===== config.mk =====
export PLATFORM = sky130hd
export DESIGN_NAME = bnn_classifier_seq
export DESIGN_NICKNAME = d
export VERILOG_FILES = /design/src/rtl/bnn_classifier_seq.sv
export SDC_FILE = /design/constraint.sdc
export NUM_CORES = 1
export LEC_CHECK = 0
export ABC_AREA = 1
export CAP_MARGIN = 10
export CORE_MARGIN = 2
export CORE_UTILIZATION = 60
export DETAILED_ROUTE_END_ITERATION = 7
export PLACE_DENSITY = 0.81
export SLEW_MARGIN = 20
export SYNTH_ARGS = -nofsm -noshare
export SYNTH_HDL_FRONTEND = slang
export SYNTH_SLANG_ARGS = --single-unit

===== constraint.sdc =====
create_clock -name clk -period 11.52 [get_ports clk]
set_input_delay 1.152 -clock clk [delete_from_list [all_inputs] [get_ports clk]]
set_output_delay 1.152 -clock clk [all_outputs]
set_load 0.05 [all_outputs]

===== src/rtl/bnn_classifier_seq.sv =====
// bnn_classifier_seq: time-multiplexed binary neural network classifier with serial weight loading
module bnn_classifier_seq #(
    parameter int N_IN   = 8,
    parameter int N_HID  = 8,
    parameter int N_OUT  = 4,
    parameter int FEAT_W = 4,
    parameter int BIAS_W = 4
) (
    input  logic                         clk,
    input  logic                         rst,
    input  logic [N_IN*FEAT_W-1:0]       feat_in,
    input  logic                         start,
    input  logic                         w_load,
    input  logic                         w_bit,
    output logic                         busy,
    output logic                         done,
    output logic [$clog2(N_OUT)-1:0]     class_idx,
    output logic [$clog2(N_HID+1)-1:0]   class_score,
    output logic [N_HID-1:0]             hidden_act
);
    localparam int WBITS   = N_HID*N_IN + N_OUT*N_HID + N_HID*BIAS_W;
    localparam int HO_BASE = N_HID*N_IN;
    localparam int B_BASE  = HO_BASE + N_OUT*N_HID;
    localparam int CW      = $clog2(N_IN+1);
    localparam int SW      = CW + BIAS_W + 1;
    localparam int SCW     = $clog2(N_HID+1);
    localparam int CIW     = $clog2(N_OUT);
    localparam int IW      = $clog2(N_HID > N_OUT ? N_HID : N_OUT);

    typedef enum logic [1:0] {IDLE, HID, OUT, DONE} state_t;

    state_t                  state, state_nx;
    logic [WBITS-1:0]        wreg;
    logic [N_IN-1:0]         x, x_bin, eq_ih;
    logic [N_HID-1:0]        eq_ho;
    logic [IW-1:0]           idx;
    logic [CW-1:0]           match;
    logic signed [SW-1:0]    s;
    logic [SCW-1:0]          score, max_score, win_score;
    logic [CIW-1:0]          max_idx, win_idx;
    logic                    last_hid, last_out, take;

    assign busy     = state != IDLE;
    assign done     = state == DONE;
    assign last_hid = idx == IW'(N_HID-1);
    assign last_out = idx == IW'(N_OUT-1);

    // Binarize features: a feature is 1 when it is in the upper half of its range
    always_comb begin
        for (int i = 0; i < N_IN; i++)
            x_bin[i] = feat_in[i*FEAT_W +: FEAT_W] >= FEAT_W'(1 << (FEAT_W-1));
    end

    // Neuron evaluation for the current index: hidden pre-activation and class score with running-max compare
    always_comb begin
        eq_ih = ~(x ^ wreg[32'(idx)*N_IN +: N_IN]);
        eq_ho = ~(hidden_act ^ wreg[HO_BASE + 32'(idx)*N_HID +: N_HID]);
        match = '0;
        for (int i = 0; i < N_IN; i++)
            match = match + CW'(eq_ih[i]);
        score = '0;
        for (int j = 0; j < N_HID; j++)
            score = score + SCW'(eq_ho[j]);
        s = $signed(SW'(match)) + SW'($signed(wreg[B_BASE + 32'(idx)*BIAS_W +: BIAS_W])) - SW'(N_IN/2);
        take = score > max_score;
        win_idx = take ? CIW'(idx) : max_idx;
        win_score = take ? score : max_score;
    end

    // State register
    always_ff @(posedge clk or posedge rst) begin
        if (rst)
            state <= IDLE;
        else
            state <= state_nx;
    end

    // Next-state logic
    always_comb begin
        state_nx = state;
        case (state)
            IDLE: state_nx = start ? HID : IDLE;
            HID:  state_nx = last_hid ? OUT : HID;
            OUT:  state_nx = last_out ? DONE : OUT;
            DONE: state_nx = IDLE;
            default: state_nx = IDLE;
        endcase
    end

    // Datapath: weight chain, feature latch, hidden layer, running argmax and result registers
    always_ff @(posedge clk or posedge rst) begin
        if (rst) begin
            wreg        <= '0;
            x           <= '0;
            idx         <= '0;
            hidden_act  <= '0;
            max_score   <= '0;
            max_idx     <= '0;
            class_idx   <= '0;
            class_score <= '0;
        end else begin
            case (state)
                IDLE: begin
                    if (start) begin
                        x         <= x_bin;
                        idx       <= '0;
                        max_score <= '0;
                        max_idx   <= '0;
                    end else if (w_load) begin
                        wreg <= {wreg[WBITS-2:0], w_bit};
                    end
                end
                HID: begin
                    hidden_act[idx] <= ~s[SW-1];
                    idx             <= last_hid ? '0 : idx + IW'(1);
                end
                OUT: begin
                    max_score <= win_score;
                    max_idx   <= win_idx;
                    idx       <= idx + IW'(1);
                    if (last_out) begin
                        class_idx   <= win_idx;
                        class_score <= win_score;
                    end
                end
                default: ;
            endcase
        end
    end
endmodule


==> key figures <==
Outcome
  • Status: complete, no violations

Setup path
  • Worst Setup SP: idx[0]
  • Worst Path Arrival: 6.61 ns
  • CP Cell Sequence: buf_4 -> inv_2 -> buf_4 -> nand2_1 -> inv_1 -> nand2_1 -> nand3_1 -> nor2_1 -> xnor2_1 -> fa_1 -> fa_1 -> inv_1 -> fa_1 -> ha_1 -> fa_1 -> xnor2_1 -> inv_1 -> ha_1 -> nand2_1 -> o21ai_0 -> nand2_1 -> o21ai_0 -> o21ai_0
  • Max FO, Critical Path: 60
  • Worst r2r src: idx[0]
  • CP peak stage delay: 0.54 ns
  • CP delay by family, top: adder cells
  • Crit start category: register
  • Req. time, crit path: 11.82 ns
  • Worst path slowest cell: fa_1
  • Critical Path End Type: register
  • Crit path kind: reg2reg
  • Worst path bufs/invs: 6

Routing
  • Initial DRC Count: 555
  • Routed Antenna Nets: 0
  • Drc violations: 0
  • Post-Route WL: 18010 um
  • Drt first pass iters: 8
  • Avg Vias per Cell: 5.495
  • Vias: 6561
  • Wirelength per Cell: 15.09 um

Timing
  • RSZ-0062 raised after global routing: false
  • Fin. max-slew vios: 0
  • Number of hold violations in the final report: 0
  • Final setup viols: 0
  • Max-slew headroom: 38.09%
  • Worst Tran Pin Value: 0.9287 ns
  • Fin Setup TNS: 0 ns
  • FMAX: 158.4 MHz
  • Layout Skew: 0.007101 ns
  • Min Tclk post-route: 6.314 ns
  • Fin crit share: 54.81%

Global routing
  • GRT Total Usage: 27.00%
  • Initial antenna violation count: 0
  • First-pass GRT wire length: 30650 um
  • Vias in the first global route: 6379
  • Largest net degree at the start of global routing: 104
  • Total grt overflow: 0

Floorplanning
  • DIE WIDTH: 120.5 um
  • Row cnt: 42
  • Initial Util: 61.44%
  • Die ar.: 0.01451 mm^2
  • IO Count: 53
  • Core Area: 0.01324 mm^2
  • Die height: 120.5 um

Yosys
  • Post-Syn Nets: 1069
  • Adder-Cell Fraction of Synth Area: 5.505%
  • EDFF count, synth: 0
  • Mean post-synth cell area: 8.128 um^2
  • Post-synthesis cell count: 1001
  • Share of flip-flops with an asynchronous set or reset: 100.0%
  • FF+latch count, synth: 161
  • Sequential share of the synthesized area: 49.52%
  • Synth warn: 0
  • Largest family of logic cells by synthesized area: compound AO/OA/AOI/OAI gates
  • Synth area leaders: dfrtp_1 50%, nand2_1 10%, o21ai_0 9.5%
  • Post-synth top cells: 222 x nand2_1, 161 x dfrtp_1, 155 x o21ai_0
  • Post-synthesis compound-gate area fraction: 16.87%
  • Synth area leader: dfrtp_1
  • Synthesized area: 0.008137 mm^2
  • Ys flop type: dfrtp_1
  • Mux cell area share after synthesis: 0.9688%
  • Yosys cell types: 31
  • Count leader, synth: nand2_1
  • Post-synth top area share: 49.52%
  • Post-synthesis xor/xnor area fraction: 1.399%
  • Simple-gate portion of the synthesized area: 16.13%

Clock tree
  • Clock sinks: 161
  • Clk root buf: clkbuf_16
  • CTS Hold Bufs: 0
  • CTS tree: done
  • Number of gates resized after CTS: 0
  • Clock Pin Slew Worst Setup and Hold Paths: 0.06 ns
  • Post-CTS Setup Inserts: 0
  • Clock buffer depth: 2
  • TritonCTS buffer count: 17
  • H-tree levels: 4
  • Clock Latency Late Sink: 0.44 ns

Final layout
  • Filler cells: 1063
  • Area grow syn2layout: 11.01%
  • Final Net Count: 1073
  • Antenna diodes: 0
  • Fraction of layout cells with a size suffix above 1: 4.912%

Place
  • GPL Wtd Cong: 0.9142
  • I/O Buffers: 28
  • Post-DP HPWL: 11960 um

Flow run
  • Max-cap violation count: 0

Hold path
  • Worst hold start: wreg[113]
  • HP Class: reg2reg
worst paths after layout:
path	to	slack, ns	depth (start not counted)
setup reg to reg	class_idx[1]	5.21	23
setup / recovery	class_idx[1]	5.21	23
max in group asynchronous	x[3]	8.82	3
min in group asynchronous	wreg[118]	1.25	2
hold reg to reg	wreg[113]	0.48	2
hold / removal	wreg[113]	0.48	2
worst min-delay path, cell delays in order (launching register included):
cell,delay (ns)
dfrtp_1,0.34
nand2_1,0.05
o21ai_0,0.06
layout by cell type, fill, tap and decap left out, drive strengths merged, types with 6 or more instances in the layout:
master,n
a21oi,72
buf,7
clkbuf,21
clkdlybuf4s50,28
clkinv,7
dfrtp,161
fa,8
ha,23
inv,146
mux2,7
nand2,224
nand3,23
nand4,8
nor2,78
o211ai,17
o21ai,155
o22ai,7
xnor2,7
xor2,6
per-layer routing:
| layer | GRT usage, % | vias to the layer above | share of wire (%) |
|---|---|---|---|
| li1 | - | 3213 | - |
| met1 | 35.29 | 3111 | 43 |
| met2 | 42.66 | 191 | 48 |
| met3 | 6.557 | 46 | 5.0 |
| met4 | 12.72 | 0 | 3.9 |
| met5 | 0 | - | 0 |
state kept, by name, summed over array words and instances (netlist names), named ones only:
register     flops
max_idx          2
max_score        4
hidden_act       8
wreg           128
state            1
class_idx        2
idx              3
x                8
class_score      4
area by class of cell:
cell class	count	area, um^2	area share [%]
Tap cell	176	220.2	2.438
Clock inverter	11	113.9	1.261
Sequential cell	161	4029	44.60
Multi-Input combinational cell	644	3333	36.90
Clock buffer	21	450.4	4.987
Timing Repair Buffer	35	332.8	3.685
Inverter	146	553.0	6.123
per-stage QoR:
step                worst slack [ns]  hold WS (ns)  util, %  instance area [um^2]  cells
floorplan                      6.020        0.4530        -                  8137   1001
global placement               5.435        0.4634    63.95                  8468   1162
detailed placement             5.362        0.4679    63.95                  8468   1162
CTS                            5.285        0.4871    68.21                  9032   1194
global route                   4.869        0.5103    68.21                  9032   1194
finish                         5.206        0.4835    68.21                  9032   1194
cells by family (layout without fill, tap and decap cells):
family,after synthesis,in the layout
buffers and inverters,196,213
and+or+nand+nor,334,334
AOI/OAI and AO/OA,259,259
DFF,161,161
adders and majority gates,31,31
xor gates and xnor gates,13,13
muxes,7,7
Power is not shown: default switching activity piles up to over one toggle a cycle in this logic, so the estimate is an artifact.
